`config.mk`:
```
export PLATFORM = sky130hd
export DESIGN_NAME = ha_token_fifo_nch
export DESIGN_NICKNAME = d
export VERILOG_FILES = /design/src/rtl/ha_token_fifo_nch.sv
export SDC_FILE = /design/constraint.sdc
export NUM_CORES = 1
export LEC_CHECK = 0
export CAP_MARGIN = 10
export CORE_ASPECT_RATIO = 1.2
export CORE_MARGIN = 3
export CORE_UTILIZATION = 54
export CTS_CLUSTER_SIZE = 12
export DETAILED_ROUTE_END_ITERATION = 6
export PLACE_DENSITY = 0.79
export SETUP_SLACK_MARGIN = 0.05
export SLEW_MARGIN = 20
export SYNTH_ARGS = -nofsm -noshare
export SYNTH_HDL_FRONTEND = slang
export SYNTH_SLANG_ARGS = --single-unit
```
`constraint.sdc`:
```
create_clock -name clk -period 3.3 [get_ports clk]
set_input_delay 0.33 -clock clk [delete_from_list [all_inputs] [get_ports clk]]
set_output_delay 0.33 -clock clk [all_outputs]
set_load 0.1 [all_outputs]
```
`src/rtl/ha_token_fifo_nch.sv`:
```
// Multi-channel token buffer: NUM_CH independent circular FIFOs with valid/ready on both sides,
// plus an optional join mode that releases one token from every channel at once.
module ha_token_fifo_nch #(
  parameter int NUM_CH = 4,
  parameter int WIDTH  = 32,
  parameter int DEPTH  = 4,
  parameter int CNT_W  = $clog2(DEPTH + 1)
) (
  input  logic                      clk,
  input  logic                      rst,
  input  logic                      flush,
  input  logic                      join_en,
  input  logic [NUM_CH-1:0]         in_valid,
  output logic [NUM_CH-1:0]         in_ready,
  input  logic [NUM_CH*WIDTH-1:0]   in_data,
  output logic [NUM_CH-1:0]         out_valid,
  input  logic [NUM_CH-1:0]         out_ready,
  output logic [NUM_CH*WIDTH-1:0]   out_data,
  output logic [NUM_CH*CNT_W-1:0]   occ
);

  localparam int PTR_W = $clog2(DEPTH);
  localparam logic [CNT_W-1:0] CNT_FULL = CNT_W'(DEPTH);
  localparam logic [CNT_W-1:0] CNT_ONE  = CNT_W'(1);
  localparam logic [PTR_W-1:0] PTR_ONE  = PTR_W'(1);

  logic [WIDTH-1:0] mem_q [NUM_CH][DEPTH];
  logic [PTR_W-1:0] rd_q  [NUM_CH];
  logic [PTR_W-1:0] rd_d  [NUM_CH];
  logic [PTR_W-1:0] wr_q  [NUM_CH];
  logic [PTR_W-1:0] wr_d  [NUM_CH];
  logic [CNT_W-1:0] cnt_q [NUM_CH];
  logic [CNT_W-1:0] cnt_d [NUM_CH];

  logic [NUM_CH-1:0] not_empty;
  logic [NUM_CH-1:0] push;
  logic [NUM_CH-1:0] pop;
  logic              all_ne;
  logic              join_pop;

  always_comb begin
    all_ne = 1'b1;
    for (int unsigned i = 0; i < NUM_CH; i++) begin
      not_empty[i] = (cnt_q[i] != '0);
      all_ne       = all_ne & not_empty[i];
    end
    join_pop = all_ne & (&out_ready);

    for (int unsigned i = 0; i < NUM_CH; i++) begin
      in_ready[i]  = (cnt_q[i] != CNT_FULL);
      out_valid[i] = join_en ? all_ne : not_empty[i];
      pop[i]       = join_en ? join_pop : (not_empty[i] & out_ready[i]);
      push[i]      = in_valid[i] & in_ready[i];

      out_data[i*WIDTH +: WIDTH] = mem_q[i][rd_q[i]];
      occ[i*CNT_W +: CNT_W]      = cnt_q[i];

      rd_d[i]  = pop[i]  ? rd_q[i] + PTR_ONE : rd_q[i];
      wr_d[i]  = push[i] ? wr_q[i] + PTR_ONE : wr_q[i];
      cnt_d[i] = cnt_q[i];
      if (push[i] && !pop[i]) cnt_d[i] = cnt_q[i] + CNT_ONE;
      else if (!push[i] && pop[i]) cnt_d[i] = cnt_q[i] - CNT_ONE;

      // Flush wins over any push/pop offered in the same cycle.
      if (flush) begin
        rd_d[i]  = '0;
        wr_d[i]  = '0;
        cnt_d[i] = '0;
      end
    end
  end

  always_ff @(posedge clk or negedge rst) begin
    if (!rst) begin
      for (int unsigned i = 0; i < NUM_CH; i++) begin
        rd_q[i]  <= '0;
        wr_q[i]  <= '0;
        cnt_q[i] <= '0;
      end
    end else begin
      for (int unsigned i = 0; i < NUM_CH; i++) begin
        rd_q[i]  <= rd_d[i];
        wr_q[i]  <= wr_d[i];
        cnt_q[i] <= cnt_d[i];
      end
    end
  end

  // Storage carries no reset; contents are only observable once counted.
  always_ff @(posedge clk) begin
    for (int unsigned i = 0; i < NUM_CH; i++) begin
      if (push[i] && !flush) mem_q[i][wr_q[i]] <= in_data[i*WIDTH +: WIDTH];
    end
  end

endmodule

```
==> impl_metrics.py <==
metrics = {
    "timing": {
        "period_share_pct": 88.4,
        "fin_ws_ps": 382,
        "maxSlewHeadroom_pct": 29.6,
        "holdWs_ps": 183,
        "worst_pin_slew_ps": 1050,
        "min_period_ps": 2920,
        "setup_viol": 0,
        "rsz0062_at_grt": "no",
        "skew_ps": 13.0,
        "max_freq_ghz": 0.343,
        "finalHoldViolations": 0,
        "tns_ps": 0,
        "final_max_slew_viol_count": 0,
    },
    "finish": {
        "fillerInstances": 2309,
        "final_cell_mix": "edfxtp_1, buf_4, clkdlybuf4s50_1",
        "seq_area_mm2": 0.0161,
        "fin_util_pct": 67.9,
        "drive_gt1_share_pct": 30.8,
        "multi_input_area_mm2": 0.00413,
        "synthToLayoutAreaGrowth_pct": 23.2,
        "nets": 1382,
        "final_common_cell": "edfxtp_1",
    },
    "yosys": {
        "syn_area_mm2": 0.0204,
        "ys_seq_elements": 540,
        "synth.avg_cell_area_um2": 22.9,
        "yosys_warnings": 0,
        "synth_edf_count": 512,
        "synth_cell_type_count": 28,
        "ys_seq_area_share_pct": 78.6,
        "synth_async_sr_flop_share_pct": 5.19,
        "ys.flop_type": "edfxtp_1",
        "synth_cells": 893,
        "syn_nets": 1053,
    },
    "die": {
        "dieArea_mm2": 0.0402,
        "coreArea_mm2": 0.0371,
        "initial_core_util_pct": 55.1,
        "rows": 77,
        "fp.dieH_um": 219,
        "io_pins": 288,
        "die_w_um": 184,
    },
    "route": {
        "antenna_left": 0,
        "drt_pass1_iterations": 4,
        "drcViolationCount": 0,
        "vias": 9731,
        "drt_wl_total_mm": 39.9,
        "vias_per_cell": 5.62,
        "drt_iter0_markers": 637,
        "route.detailed.wl_per_inst_um": 23.1,
    },
    "clock_tree": {
        "postCtsSetupBuffers": 0,
        "clockBufferDepth": 3,
        "clock-sinks": 540,
        "cts_resized": 0,
        "clk_pin_slew_worst_paths_ps": 60,
        "cts_root_buf": "clkbuf_16",
        "cts.htree.levels": 2,
        "worstSkewPairLatency_ps": 550,
        "tritoncts": "yes",
        "holdBufCountCts": 0,
        "cts_buffers": 53,
    },
    "min_path": {
        "holdCritPathClass": "input pin to asynchronous set/reset pin",
    },
    "setup_path": {
        "slowest_delay_ps": 610,
        "crit_slowest_cell": "nor3_1",
        "crit_required_ps": 2970,
        "critical_path_class": "register to output port",
        "cp-end-kind": "output port",
        "worstPathCellList": "nor3_1, or4_1, inv_1, nand2_1, o21ai_2, buf_4",
        "crit_fanout": 7,
        "worst_setup_path_start_kind": "register",
        "worstPathArrival_ps": 2590,
    },
    "global_route": {
        "antenna_found_initial": 2,
        "grt_pass1_wl_mm": 61.4,
        "overflow": 0,
        "grt_max_degree": 49,
        "grt_pass1_vias": 10300,
        "track_usage_pct": 20.1,
    },
    "power": {
        "leakage_nw": 8.34,
        "fin_total_pwr_w": 0.0201,
        "pwr_density_cell_mw_per_mm2": 800,
        "peakVddDrop_mv": 0.656,
    },
    "place": {
        "post-place-ws_ps": 157,
        "portBuffers": 287,
        "gp_congestion": 0.731,
        "dp_hpwl_mm": 25.1,
    },
    "status": {
        "status": "complete, no violations",
    },
    "run": {
        "drv_cap": 0,
    },
}
-- synthesized netlist by cell type, types with 7 or more instances --
library cell / count / area, µm²
a21oi_1: 8 / 40.0
and2_1: 20 / 125
buf_1: 9 / 33.8
buf_2: 7 / 35.0
clkbuf_1: 22 / 82.6
dfrtp_1: 28 / 701
edfxtp_1: 512 / 15400
ha_1: 16 / 200
inv_1: 21 / 78.8
mux2_1: 8 / 90.1
mux4_2: 128 / 2880
nand2_1: 10 / 37.5
nor2_1: 44 / 165
xnor2_1: 12 / 105
-- worst paths after layout --
| check | start | end | slack, ps | cells after the start |
|---|---|---|---|---|
| max | occ[10] | out_valid[3] | 380 | 6 |
| min | rst | occ[5] | 180 | 2 |
| max reg2reg | occ[9] | occ[2] | 390 | 8 |
| min reg2reg | wr_q[7] | wr_q[7] | 570 | 2 |
| max in group asynchronous | rst | occ[6] | 2800 | 2 |
| min in group clk | flush | rd_q[2] | 370 | 2 |
-- kinds of logic (layout without fill, tap and decap cells) --
family                     after synthesis  count (layout)  synth area share, %
AOI/OAI and AO/OA                       20              20                 1.00
xor gates and xnor gates                12              12                0.514
adders and majority gates               20              20                 1.37
buffers and inverters                   61             425                 1.22
DFF                                    540             540                 78.6
muxes                                  144             144                 15.0
other                                    0               1                    0
and+or+nand+nor                         96              96                 2.29
-- cell type report --
type	count	share of cell area (%)
sequential	540	63.9
multi-input combinational	292	16.4
inverter	21	0.313
clock inverter	7	0.233
timing repair buffer	314	11.1
clock buffer	83	5.75
antenna	1	0.00994
tap	474	2.35
-- metal layers --
metal	GRT usage, %	routed length [µm]	vias to the layer above	share of wire, %
met1	26.8	15100	4988	38
met5	0	13	-	0.033
met4	5.94	1060	2	2.6
met3	5.98	3530	79	8.8
li1	-	-	4324	-
met2	32.8	20200	338	51
-- worst max-delay path, delay by kind of cell (launching register included) --
| kind | cells | cell delay (ps) |
|---|---|---|
| DFF | 1 | 420 |
| AOI/OAI and AO/OA | 1 | 60 |
| buffers and inverters | 2 | 330 |
| and+or+nand+nor | 3 | 1230 |
-- power breakdown --
| part | switching (W) | internal (W) |
|---|---|---|
| combinational | 0.00485 | 0.00170 |
| clock | 0.00226 | 0.00306 |
| sequential | 0.000252 | 0.00801 |
| total | 0.00737 | 0.0128 |
-- through the flow --
| stage | std cells | instance area, µm² |
|---|---|---|
| 3_5_place_dp | 1641 | 23700 |
| 6_report | 1732 | 25200 |
| 2_1_floorplan | 893 | 20500 |
| 4_1_cts | 1731 | 25200 |
| 3_3_place_gp | 1641 | 23700 |
| 5_1_grt | 1732 | 25200 |
-- sequential cells by signal, summed over array words and instances (netlist names) --
signal,count
rd_q,8
wr_q,8
mem_q,512
occ,12
Note: power is estimated with default switching activity, not from simulation.
==> patch: new RTL, same flow settings <==
The parameter `WIDTH` goes from 32 to 36.
--- a/src/rtl/ha_token_fifo_nch.sv
+++ b/src/rtl/ha_token_fifo_nch.sv
@@ -3,5 +3,5 @@
 module ha_token_fifo_nch #(
   parameter int NUM_CH = 4,
-  parameter int WIDTH  = 32,
+  parameter int WIDTH  = 36,
   parameter int DEPTH  = 4,
   parameter int CNT_W  = $clog2(DEPTH + 1)
Ports: changed (resized in_data and out_data); port bits go from 288 to 320. The function was not compared with the original's and may differ.
==> patch against the original RTL <==
Total power up 11%; sequential cell count up 64; routed wire length up 12%; sequential share of layout area up 0.13 points; synthesized area up 11%; setup slack better by 50 ps; cell area up 12%; register-to-register slack better by 50 ps; highest routed layer unchanged.
==> patch: results (changes against the original RTL) <==
Status
  • Status: finished clean

Global route
  • Total global-route track usage: 20.3% (+0.16 points)
  • Vias in the first global route: 11600 (+13%)
  • Initial antenna violation count: 7 (+5)
  • First-pass GRT wire length: 69.4 mm (+13%)
  • Largest net degree at the start of global routing: 39 (-20%)

Place
  • Port bufs: 319 (+11%)
  • Post-DP HPWL: 28.1 mm (+12%)
  • Placed insts: 1821 (+11%)
  • RePlAce Congestion: 0.763 (+4.4%)
  • Area post-placement: 26400 um2 (+12%)

STA
  • Worst slew margin: 31.9% (+2.4 points)
  • Worst Skew: 20.3 ps (+7.38 ps)
  • WHS: 123 ps (-60.1 ps)

Finish
  • Max reg flops: 576 (+13%)
  • Fin nets: 1518 (+9.8%)
  • Layout cells sized above 1: 32.7% (+1.9 points)

Routing
  • Vias per inst: 5.58 (-0.73%)
  • Post-Route WL: 44.9 mm (+12%)
  • Drt wl/cell: 23.4 um (+1.4%)

Synth
  • Asr flop ratio synth: 4.64% (-0.55 points)
  • EDFF count, synth: 576 (+13%)
  • Synth top area cells: edfxtp_1, mux4_2, dfrtp_1
  • Post-Syn Instances: 973 (+9.0%)
  • Register area share after synthesis: 79.2% (+0.57 points)
  • Syn Nets: 1149 (+9.1%)

Power
  • Leakage power: 9.29 nW (+11%)
  • Peak VDD IR: 0.000684 V (+4.2%)

Setup path
  • Critical path data arrival time: 2540 ps (-50 ps)
  • Reg2reg end: occ[5]$_DFFE_PN0P_
  • Reg2reg setup slack: 440 ps (+50 ps)
  • Worst reg2reg startpoint: occ[11]$_DFFE_PN0P_

Clocking
  • Clock latency on the worst-skew pair: 590 ps (+40 ps)
  • CTS max path bufs: 3 (unchanged)
[patch: cell count changes in the layout (fill, tap and decap cells not counted), sizes merged]
cell           before  now
buf               167  193
clkbuf             83   87
clkdlybuf4s50     147  156
clkinv              5    3
diode               1    4
edfxtp            512  576
inv                21   23
mux4              128  144
[patch: cell families (layout without fill, tap and decap cells)]
| group | after synthesis | after routing | share of synthesized area [%] |
|---|---|---|---|
| simple gates | 96 | 96 | 2.06 |
| xor+xnor | 12 | 12 | 0.463 |
| other cells | 0 | 4 | 0 |
| flops | 604 | 604 | 79.2 |
| fa+ha+maj | 20 | 20 | 1.23 |
| mux | 160 | 160 | 15.0 |
| compound gates | 20 | 20 | 0.903 |
| buf+inv | 61 | 464 | 1.08 |
[patch: worst max-delay path, cell delays in order, from the launching register on]
cell and delay (ps):
dfrtp_2 420, nor3_1 530, or4_1 470, inv_1 70
nand2_1 120, o21ai_2 70, buf_4 250
[patch: where the power goes]
part / internal (mW) / switching [mW]
combinational: 1.87 / 5.32
sequential: 8.95 / 0.257
clock: 3.40 / 2.60
[patch: worst max-delay path by stage]
| stage | start | end | slack (ps) | cells after the start |
|---|---|---|---|---|
| 2_1_floorplan | occ[8]$_DFFE_PN0P_ | occ[11]$_DFFE_PN0P_ | 60 | 9 |
| 3_3_place_gp | out_ready[2] | occ[5]$_DFFE_PN0P_ | 230 | 9 |
| 3_5_place_dp | out_ready[2] | occ[5]$_DFFE_PN0P_ | 160 | 9 |
| 4_1_cts | rd_q[0]$_DFFE_PN0P_ | out_data[114] | 330 | 3 |
| 5_1_grt | occ[10]$_DFFE_PN0P_ | out_valid[2] | 190 | 6 |
| 6_report | occ[7]$_DFFE_PN0P_ | out_valid[2] | 430 | 6 |
[patch: area by class of cell]
type / instances / area share, %
repair buffers: 349 / 11.3
clock inverters: 7 / 0.298
clock buffers: 87 / 5.69
well taps: 539 / 2.40
multi-input cells: 308 / 16.0
diodes: 4 / 0.0356
flip-flops and latches: 604 / 64.0
inverters: 21 / 0.280
[patch: per-layer routing]
metal	up-vias	track usage, %	share of wire (%)
li1	4771	-	-
met1	5510	26.5	38
met2	331	34.1	52
met3	87	5.47	7.6
met4	4	6.33	2.6
met5	-	0	0.065
[patch: per-stage QoR]
stage / utilization (%) / worst slack (ps) / power (mW)
6_report: 68.4 / 432 / 22.4
2_1_floorplan: - / 57.9 / 14.9
3_3_place_gp: 64.3 / 231 / 16.5
3_5_place_dp: 64.3 / 164 / 16.6
4_1_cts: 68.4 / 326 / 22.7
5_1_grt: 68.4 / 187 / 23.2
